`config.mk`:
```
export PLATFORM = sky130hd
export DESIGN_NAME = step_sequencer
export DESIGN_NICKNAME = d
export VERILOG_FILES = /design/src/rtl/step_sequencer.sv
export SDC_FILE = /design/constraint.sdc
export NUM_CORES = 1
export LEC_CHECK = 0
export CAP_MARGIN = 5
export CORE_MARGIN = 1.5
export CORE_UTILIZATION = 53
export CTS_CLUSTER_SIZE = 24
export DETAILED_ROUTE_END_ITERATION = 8
export GPL_ROUTABILITY_DRIVEN = 1
export PLACE_DENSITY = 0.71
export SLEW_MARGIN = 20
export SYNTH_ARGS = -nofsm -noshare
export SYNTH_HDL_FRONTEND = slang
export SYNTH_SLANG_ARGS = --single-unit
```
`constraint.sdc`:
```
create_clock -name clk -period 6.5 [get_ports clk]
set_input_delay 0.65 -clock clk [delete_from_list [all_inputs] [get_ports clk]]
set_output_delay 0.65 -clock clk [all_outputs]
set_load 0.05 [all_outputs]
```
`src/rtl/step_sequencer.sv`:
```
// Eight-step, four-instrument drum sequencer. A phase accumulator produces the eighth-note
// tempo, and patterns are re-latched only at bar boundaries. Gate pulses can be retriggered.
module step_sequencer #(
  parameter int CLK_HZ      = 50000000,
  parameter int GATE_CYCLES = 2500000,
  parameter int BPM_MIN     = 30
) (
  input  logic       clk,
  input  logic       reset,
  input  logic       start,
  input  logic       stop,
  input  logic [7:0] bpm,
  input  logic [7:0] ins1,
  input  logic [7:0] ins2,
  input  logic [7:0] ins3,
  input  logic [7:0] ins4,
  output logic       running,
  output logic [2:0] step,
  output logic       step_tick,
  output logic       bar_done,
  output logic [3:0] trig
);

  // One minute of clk cycles. Each step takes LIMIT / (2*bpm) cycles.
  localparam logic [32:0] LIMIT     = 33'(64'(CLK_HZ) * 64'd60);
  localparam logic [31:0] GATE_LOAD = 32'(GATE_CYCLES);
  localparam logic [7:0]  BPM_FLOOR = 8'(BPM_MIN);

  typedef enum logic {IDLE = 1'b0, PLAY = 1'b1} state_t;

  state_t          r_state, w_state_next;
  logic [31:0]     r_acc, w_acc_next;
  logic [31:0]     r_gate, w_gate_next;
  logic [3:0][7:0] r_pat, w_pat_next;
  logic [2:0]      r_step, w_step_next;
  logic            r_running, r_tick, r_bar;
  logic            w_tick_next, w_bar_next;
  logic [3:0]      r_trig, w_trig_next;
  logic [7:0]      w_bpm_eff;
  logic [32:0]     w_sum;
  logic [3:0][7:0] w_ins;

  // Element i holds the pattern for instrument i+1.
  assign w_ins     = {ins4, ins3, ins2, ins1};
  assign w_bpm_eff = (bpm < BPM_FLOOR) ? BPM_FLOOR : bpm;
  assign w_sum     = {1'b0, r_acc} + {24'd0, w_bpm_eff, 1'b0};

  always_comb begin
    w_state_next = r_state;
    w_acc_next   = r_acc;
    w_step_next  = r_step;
    w_pat_next   = r_pat;
    w_tick_next  = 1'b0;
    w_bar_next   = 1'b0;
    w_gate_next  = (r_gate != 32'd0) ? r_gate - 32'd1 : 32'd0;
    w_trig_next  = 4'b0000;

    if (stop) begin
      w_state_next = IDLE;
      w_acc_next   = 32'd0;
      w_step_next  = 3'd0;
      w_gate_next  = 32'd0;
    end else if (start) begin
      w_state_next = PLAY;
      w_acc_next   = 32'd0;
      w_step_next  = 3'd0;
      w_tick_next  = 1'b1;
      w_gate_next  = GATE_LOAD;
      w_pat_next   = w_ins;
    end else if (r_state == PLAY) begin
      if (w_sum >= LIMIT) begin
        w_acc_next  = 32'(w_sum - LIMIT);
        w_step_next = r_step + 3'd1;
        w_tick_next = 1'b1;
        w_gate_next = GATE_LOAD;
        // Pattern edits take effect only when the bar wraps.
        if (r_step == 3'd7) begin
          w_bar_next = 1'b1;
          w_pat_next = w_ins;
        end
      end else begin
        w_acc_next = w_sum[31:0];
      end
    end

    for (int i = 0; i < 4; i++) begin
      w_trig_next[i] = (w_state_next == PLAY) && (w_gate_next != 32'd0) && w_pat_next[i][w_step_next];
    end
  end

  always_ff @(posedge clk) begin
    if (!reset) begin
      r_state   <= IDLE;
      r_acc     <= 32'd0;
      r_gate    <= 32'd0;
      r_pat     <= '0;
      r_step    <= 3'd0;
      r_running <= 1'b0;
      r_tick    <= 1'b0;
      r_bar     <= 1'b0;
      r_trig    <= 4'b0000;
    end else begin
      r_state   <= w_state_next;
      r_acc     <= w_acc_next;
      r_gate    <= w_gate_next;
      r_pat     <= w_pat_next;
      r_step    <= w_step_next;
      r_running <= (w_state_next == PLAY);
      r_tick    <= w_tick_next;
      r_bar     <= w_bar_next;
      r_trig    <= w_trig_next;
    end
  end

  assign running   = r_running;
  assign step      = r_step;
  assign step_tick = r_tick;
  assign bar_done  = r_bar;
  assign trig      = r_trig;

endmodule

```
* After elaboration in Yosys (flattened, before gate mapping)
Index checks and enable logic that the tools add are counted.
** Storage, ports and cells
- Register bits :: 106
- Input bits :: 44
- Output and inout bits :: 10
** Cells by class
- Order comparisons :: 3
- Bitwise gates (word level) :: 3
- Reduce and logical (&&, ||, !) cells :: 10
- Equality and inequality tests :: 1
- Mux-type cells :: 30
- Add/subtract/negate cells :: 4
** Operator list (count)
- $mux W32 :: 11
- $reduce_bool A32 Y1 :: 2
- $add A32 B9 Y33 :: 1
- $ge A33 B32 Y1 const B :: 1
- $sub A32 B1 Y32 const B :: 1
- $sub A32 B32 Y32 const B :: 1
- $bmux W1 S3 :: 4
- $mux W3 :: 4
- $mux W1 :: 10
- $lt A8 B5 Y1 const B :: 1
- $mux W8 :: 1
- $logic_and A1 B1 Y1 :: 5
- $reduce_or A5 Y1 :: 1
- $lt A3 B4 Y1 const B :: 1
- $add A3 B1 Y3 const B :: 1
- $eq A3 B3 Y1 const B :: 1
- $not A1 Y1 :: 3
- $reduce_or A3 Y1 :: 1
- $reduce_or A2 Y1 :: 1

* Logic depth before layout (Yosys ltp)
Gate-level depths: netlist (run 1).
- Depth in word-level cells :: 11
- Mapped depth :: 20
- Mapped depth without buffers :: 18

* Worst setup path before layout (run 1)
OpenSTA, ideal clock, no wires.
- Path kind :: input port to flip-flop
- Start :: in bpm[7]
- End :: reg r_trig[2] (netlist: trig[2])
- Stages :: 18
- Setup slack :: 1.517 ns
- Arrival time :: 4.862 ns
- Data required time :: 6.378 ns
- Cell sequence :: nor3_1 -> a21boi_0 -> ha_1 -> fa_1 -> a211oi_1 -> o21ai_2 -> a31oi_2 -> xnor2_1 -> ha_1 -> o221ai_1 -> a31oi_4 -> o211ai_4 -> a2111o_1 -> a21oi_2 -> buf_4 -> mux2i_1 -> mux2i_1 -> a221o_1
** On the way
- Longest elaborated chain between the ends :: 11
** Ends and longest elaborated chain
- start, declared :: RTL line 12 : input logic [7:0] bpm,
- $lt A8 B5 Y1 :: RTL line 45 : assign w_bpm_eff = (bpm < BPM_FLOOR) ? BPM_FLOOR : bpm;
- $mux W8 * :: RTL line 45
- $add A32 B9 Y33 * :: RTL line 46 : assign w_sum = {1'b0, r_acc} + {24'd0, w_bpm_eff, 1'b0};
- $ge A33 B32 Y1 * :: RTL line 71 : if (w_sum >= LIMIT) begin
- $mux W32 / $mux W3 (equally long branches) :: RTL line 71
- $mux W32 / $mux W3 (equally long branches) :: RTL line 70 : end else if (r_state == PLAY) begin
- $mux W32 / $mux W3 (equally long branches) :: RTL line 63 : end else if (start) begin
- $mux W32 / $mux W3 (equally long branches) :: RTL line 58 : if (stop) begin
- $bmux W1 S3 / $reduce_bool A32 Y1 (equally long branches) :: RTL line 87 : w_trig_next[i] = (w_state_next == PLAY) && (w_gate_next != 32'd0) && w_pat_next[i][w_step_next];
- $mux W1 (not written as such) / $logic_and A1 B1 Y1 (equally long branches) :: RTL line 87
- $logic_and A1 B1 Y1 * :: RTL line 87
- end signal, assigned :: RTL line 111 : r_trig <= w_trig_next;
- end, declared :: RTL line 38 : logic [3:0] r_trig, w_trig_next;
Mark *: on every way between the ends. The rest lies on a longest branch, timed or not. The select of a mux whose other input is x is not followed.
A chain may end at the register's enable or synchronous reset.

* Worst setup path after layout (run 1)
- Start :: in bpm[6]
- End :: reg r_trig[1] (netlist: trig[1])
The elaborated chain is that of the path after synthesis.

==> key figures, run 1 <==
Status
  – Status: finished, final reports clean

Clocking
  – Skew-Pair Late Insertion Delay: 360 ps
  – CTS Root Cell: clkbuf_16
  – Clock Path Buffers: 2
  – CTS H-Tree Depth: 3
  – Post-CTS setup buffers: 0
  – CTS tree: built
  – Cts repair resizes: 0
  – Hold buffer count at CTS: 0
  – Num CTS Buffers: 9
  – Reg clk slew, reported paths: 70 ps
  – Clk sinks: 105

Logic synthesis
  – Number of flops mapped to enable cells by yosys: 0
  – Top_reg_cell synth: dfxtp_1
  – Synth top cells by count: dfxtp_1 (105), nor2_1 (100), mux2i_1 (78)
  – Synth top area share: 0.313
  – Ys async rst share: 0
  – Ranking of synthesized cells by area: dfxtp_1 (31%), mux2i_1 (12%), xnor2_1 (6.0%)
  – Post-Synthesis Cells: 797
  – Seq/Total Area, Yosys: 0.313
  – Synth Register Bits: 105
  – Syn_nets: 855
  – Syn Std Cell Area: 6710 µm²
  – Yosys warns: 0
  – Dominant cell type by area after synthesis: dfxtp_1
  – Synth unique cells: 71
  – Most frequent cell after synthesis: dfxtp_1
  – Mean Syn Cell Area: 8.41 µm²

Detailed routing
  – DRT Pass-1 Iters: 4
  – DR iter-0 viols: 474
  – Mean routed wirelength per cell: 15.6 µm
  – Drc violations: 0
  – Post-route ant nets: 0
  – Drt total wl: 15.6 mm
  – Vias per cell: 5.81
  – Vias: 5838

Cells and area
  – Non-filler cells, final: 1004
  – Nets@finish: 890
  – Utilization after layout: 0.629
  – Layout area overhead: 14.1%
  – Post-route cell area: 7650 µm²
  – Diode count: 0
  – Multi-input gate area: 4380 µm²
  – Share of layout cells above drive strength 1: 0.0730
  – Reg area: 2100 µm²
  – FILL cells: 1071

Die
  – Initial Utilization: 0.551
  – Die footprint: 13300 µm²
  – Die H: 115 µm
  – Die span in x: 115 µm
  – # IOs: 54
  – Site Rows: 40
  – CORE AREA: 12200 µm²

Power and ir drop
  – Leakage: 2.70 nW
  – Peak VDD IR: 0.237 mV
  – Total Power: 1.50 mW
  – Power per cell area: 196 nW/µm²

STA
  – Final total negative setup slack: 0 ps
  – WHS: 486 ps
  – Final setup fails: 0
  – RSZ-0062 raised after global routing: false
  – Slew headroom: 0.370
  – Final max-slew violation count: 0
  – Worst Tran Pin Value: 941 ps
  – Min cycle time layout: 5850 ps
  – Period utilization: 0.900
  – Clock Skew: 12.4 ps
  – Final WS setup: 652 ps
  – FMAX: 171 MHz
  – Final number of hold-violating endpoints: 0

Global routing
  – Initial antenna violation count: 0
  – Largest net degree at the start of global routing: 45
  – Overall Global Routing Usage: 0.242
  – Global-route met2 utilization: 0.393
  – Met1 usage: 0.321
  – Routing usage on met3: 0.0617
  – GR peak layer: met2
  – Vias in the first global route: 5438
  – Grt ovf: 0
  – First-pass GRT wire length: 26.0 mm

Min path
  – Hold Path Class: register to register

Setup path
  – CP cell instances: clkdlybuf4s50_1 -> nor3_1 -> a21boi_0 -> ha_1 -> fa_1 -> a211oi_1 -> o21ai_2 -> a31oi_2 -> xnor2_1 -> ha_1 -> o221ai_1 -> a31oi_4 -> o211ai_4 -> a2111o_1 -> a21oi_4 -> buf_4 -> mux2i_1 -> mux2i_1 -> a22oi_1 -> nand2_1
  – Crit end category: register
  – Data arrival, critical path: 6090 ps
  – Startpoint types: primary input
  – Crit path required time: 6740 ps
  – Kind of critical path: primary input to register
  – Slowest CP cell: nor3_1
  – Max Fanout on Critical Path: 18
  – Max stage delay on crit path: 470 ps

Place
  – Placed cell area: 7370 µm²
  – Dpl cells: 989
  – Detailed Place HPWL: 11.2 mm
  – Worst slack, placed: 287 ps
  – GPL Wtd Cong: 0.954
  – Port Buffers: 53

Flow run
  – Number of max-cap violations: 0
final cells by class:
class                   instances  share of cell area
inverters                      11             0.00540
repair buffers                 67              0.0831
multi-input cells             638               0.572
clock buffers                  11              0.0330
well taps                     168              0.0275
flip-flops and latches        105               0.275
clock inverters                 4             0.00441
final timing paths:
check	from	end	slack (ps)	depth (start not counted)
setup reg to reg	r_acc[1]$_SDFFE_PP0P_	trig[1]$_SDFF_PN0_	1760	17
hold / removal	r_gate[0]$_SDFF_PN0_	r_gate[0]$_SDFF_PN0_	490	1
setup / recovery	bpm[6]	trig[1]$_SDFF_PN0_	650	20
hold reg to reg	r_gate[0]$_SDFF_PN0_	r_gate[0]$_SDFF_PN0_	490	1
kinds of logic after synthesis:
group	share of synthesized area
adder cells (fa/ha/maj)	0.0272
multiplexers	0.118
AO/OA/AOI/OAI	0.164
AND/OR/NAND/NOR	0.244
flip-flops	0.313
buffers and inverters	0.0355
XOR/XNOR	0.0980
layer usage:
layer | up-vias | share of wire
met5 | - | 0
met1 | 2757 | 0.47
met3 | 16 | 0.052
li1 | 2918 | -
met4 | 0 | 0.013
met2 | 147 | 0.47
flip-flops by register name, indices dropped and copies added, names as in the netlist:
signal     cells
bar_done       1
r_acc         31
r_gate        32
r_pat         32
running        1
step           3
step_tick      1
trig           4
cells in the final DEF, fill, tap and decap left out, types with 4 or more instances in the layout:
master           instances
a211oi_1                10
a21o_1                   7
a21oi_1                 24
a22oi_1                  7
a31o_2                   4
a31oi_1                  6
and2_1                  11
and3_1                   8
buf_4                   14
clkbuf_16                9
clkdlybuf4s50_1         53
dfxtp_1                105
ha_1                    13
inv_1                   11
mux2i_1                 78
nand2_1                 52
nand2b_1                 5
nand3_1                 21
nand4_1                 19
nor2_1                 100
nor2b_1                 38
nor3_1                  22
nor3b_1                  4
nor4_1                  14
o2111ai_1                5
o211ai_1                11
o21a_1                   9
o21ai_0                 25
o31ai_1                  8
or2_2                    7
xnor2_1                 46
xor2_1                  29
power by group:
part,total [mW],switching (mW),internal (mW)
Combinational,0.281,0.153,0.128
Sequential,0.686,0.0192,0.667
Clock,0.535,0.252,0.284
Total,1.50,0.424,1.08
worst max-delay path, delay by kind of cell:
family | cells | cell delay, ps
mux | 2 | 400
simple gates | 2 | 540
xor+xnor | 1 | 170
buf+inv | 2 | 800
compound gates | 10 | 2620
fa+ha+maj | 3 | 870
No activity file was read; power rests on OpenSTA's default activity.
==> run 2: changes to the inputs <==
--- a/config.mk
+++ b/config.mk
@@ -5,14 +5,16 @@
 export SDC_FILE = /design/constraint.sdc
 export NUM_CORES = 1
 export LEC_CHECK = 0
+export ABC_AREA = 1
 export CAP_MARGIN = 5
 export CORE_MARGIN = 1.5
 export CORE_UTILIZATION = 53
 export CTS_CLUSTER_SIZE = 24
 export DETAILED_ROUTE_END_ITERATION = 8
 export GPL_ROUTABILITY_DRIVEN = 1
-export PLACE_DENSITY = 0.71
-export SLEW_MARGIN = 20
+export GPL_TIMING_DRIVEN = 0
+export PLACE_DENSITY = 0.7
+export SLEW_MARGIN = 5
 export SYNTH_ARGS = -nofsm -noshare
 export SYNTH_HDL_FRONTEND = slang
 export SYNTH_SLANG_ARGS = --single-unit
==> run 2 against run 1 <==
  * Combinational power rose by 12%
  * Critical path depth rose by 6
  * Cell count rose by 37%
  * Flip-flop and latch count did not move
  * Largest power group unchanged
  * Critical path type unchanged
  * Largest cell class unchanged
  * Global-route usage rose by 5.0 points
  * Sequential power barely moved
  * First-iteration DRC count rose by 2.7%
  * Clock-buffer cell count fell by 1
  * Wire length rose by 27%
==> key figures, run 2 <==
STA
  – Period utilization: 0.786
  – RSZ-0062 raised after global routing: false
  – Final number of hold-violating endpoints: 0
  – Final max-slew violation count: 0
  – Worst Tran Pin Value: 636 ps
  – Final setup fails: 0
  – Min cycle time layout: 5110 ps
  – Clock Skew: 10.6 ps
  – Slew headroom: 0.575
  – Final total negative setup slack: 0 ps
  – WHS: 469 ps
  – FMAX: 196 MHz

Power and ir drop
  – Leakage: 3.72 nW
  – Peak VDD IR: 0.132 mV
  – Power per cell area: 193 nW/µm²

Setup path
  – Startpoint types: primary input
  – Max Fanout on Critical Path: 10
  – Crit path required time: 6790 ps
  – Max stage delay on crit path: 450 ps
  – Worst r2r dst: trig[0]$_SDFF_PN0_
  – Slowest CP cell: clkdlybuf4s50_1
  – Worst r2r path cells: 23
  – Data arrival, critical path: 5400 ps
  – Crit end category: register
  – Reg2Reg Setup Slack: 2340 ps
  – Most common cell on crit path: nand3_1
  – FF-to-FF Start: r_acc[1]$_SDFFE_PP0P_
  – Kind of critical path: primary input to register

Cells and area
  – Most common cell after layout, fill and taps aside: nand2_1
  – Reg area: 2100 µm²
  – FILL cells: 1263
  – Most frequent cells in the layout: nand2_1 (272), nor2_1 (156), nand3_1 (143)
  – Multi-input gate area: 4220 µm²
  – Biggest regs: r_gate (32), r_pat (32), r_acc (31)
  – Diode count: 0
  – Layout area overhead: 14.8%
  – Nets@finish: 1252
  – Share of layout cells above drive strength 1: 0.0609

Flow run
  – Number of max-cap violations: 0

Clocking
  – Post-CTS setup buffers: 0
  – Cts repair resizes: 0
  – Skew-Pair Late Insertion Delay: 360 ps
  – CTS tree: built
  – Num CTS Buffers: 9
  – Clock Path Buffers: 2
  – Hold buffer count at CTS: 0
  – Clk sinks: 105
  – Reg clk slew, reported paths: 80 ps
  – CTS H-Tree Depth: 3
  – CTS Root Cell: clkbuf_16

Global routing
  – Initial antenna violation count: 0
  – Vias in the first global route: 6677
  – GR peak layer: met2
  – Overall Global Routing Usage: 0.292
  – Met1 usage: 0.372
  – Global-route met2 utilization: 0.496
  – Grt ovf: 0
  – Largest net degree at the start of global routing: 20
  – Routing usage on met3: 0.0512
  – First-pass GRT wire length: 32.9 mm

Logic synthesis
  – Seq/Total Area, Yosys: 0.299
  – Top_reg_cell synth: dfxtp_1
  – Yosys warns: 0
  – Dominant cell type by area after synthesis: dfxtp_1
  – Synth top cells by count: nand2_1 (272), nor2_1 (156), nand3_1 (143)
  – Ys async rst share: 0
  – Number of flops mapped to enable cells by yosys: 0
  – Synth unique cells: 44
  – Synth top area share: 0.299
  – Most frequent cell after synthesis: nand2_1
  – Ranking of synthesized cells by area: dfxtp_1 (30%), nand2_1 (15%), nand3_1 (10%)
  – Mean Syn Cell Area: 6.23 µm²
  – Syn_nets: 1188
  – Synth Register Bits: 105
  – Syn Std Cell Area: 7040 µm²
  – Post-Synthesis Cells: 1130

Detailed routing
  – Post-route ant nets: 0
  – Drt total wl: 19.9 mm
  – Vias per cell: 5.25
  – Mean routed wirelength per cell: 14.5 µm
  – DRT Pass-1 Iters: 5
  – DR iter-0 viols: 487
  – Drc violations: 0
  – Vias: 7199

Min path
  – Hold Crit Depth: 2
  – Worst Hold End: r_pat[20]$_SDFF_PN0_
  – Worst hold path startpoint: r_pat[20]$_SDFF_PN0_
  – Hold Path Class: register to register

Place
  – Detailed Place HPWL: 15.5 mm
  – GPL Wtd Cong: 1.01
  – Port Buffers: 53

Die
  – # IOs: 54
  – Die H: 118 µm
  – CORE AREA: 12800 µm²
  – Die footprint: 14000 µm²
  – Die span in x: 118 µm
  – Initial Utilization: 0.551
  – Site Rows: 41

Status
  – Status: finished, final reports clean
## run 2: changes by cell type after synthesis, sizes merged, moves of 38 or more
cell	previous run	this run
xnor2	46	8
mux2i	78	0
inv	11	136
nand3	22	149
a21oi	26	76
nor2	100	165
nand2	52	284
nor2b	38	0
## run 2: area by class of cell
type | instances | share of cell area
timing repair buffer | 53 | 0.0657
sequential | 105 | 0.260
inverter | 139 | 0.0646
clock buffer | 10 | 0.0296
clock inverter | 6 | 0.00697
tap | 172 | 0.0266
buffer | 38 | 0.0240
multi-input combinational | 848 | 0.522
## run 2: worst max-delay path: cells and delay by family
| kind | cells | cell delay [ps] |
|---|---|---|
| and+or+nand+nor | 17 | 2690 |
| buffers and inverters | 5 | 850 |
| adders and majority gates | 2 | 550 |
| AOI/OAI and AO/OA | 1 | 350 |
| xor gates and xnor gates | 1 | 310 |
## run 2: power by group
part / internal (mW) / switching (mW) / total (mW)
logic: 0.117 / 0.198 / 0.316
registers: 0.668 / 0.0182 / 0.686
clock network: 0.281 / 0.275 / 0.556
## run 2: kinds of logic (layout without fill, tap and decap cells)
family | Yosys count | count (layout) | synth area share
xor gates and xnor gates | 46 | 46 | 0.0583
buffers and inverters | 177 | 246 | 0.102
DFF | 105 | 105 | 0.299
adders and majority gates | 14 | 14 | 0.0260
AOI/OAI and AO/OA | 125 | 125 | 0.0939
and+or+nand+nor | 663 | 663 | 0.422
## run 2: worst max path at each step
stage,from,end,cells past startpoint
3_3_place_gp,bpm[6],trig[0]$_SDFF_PN0_,28
4_1_cts,bpm[7],trig[0]$_SDFF_PN0_,28
2_1_floorplan,bpm[4],trig[1]$_SDFF_PN0_,27
3_5_place_dp,bpm[6],trig[0]$_SDFF_PN0_,28
6_report,bpm[4],trig[0]$_SDFF_PN0_,26
5_1_grt,bpm[4],trig[2]$_SDFF_PN0_,27
## run 2: routing by layer
metal,share of wire,vias to the layer above
met5,0,-
met4,0.028,0
met2,0.47,188
li1,-,3770
met3,0.051,39
met1,0.45,3202
## run 2: stage by stage
step           worst slack [ps]   util  std cells  instance area, µm²  power (mW)
5_1_grt                     996  0.633       1371                8080        1.63
3_5_place_dp               1040  0.609       1355                7780        1.01
2_1_floorplan              2300      -       1130                7040       0.916
4_1_cts                    1410  0.633       1371                8080        1.57
3_3_place_gp               1050  0.609       1355                7780        1.01
6_report                   1390  0.633       1371                8080        1.56
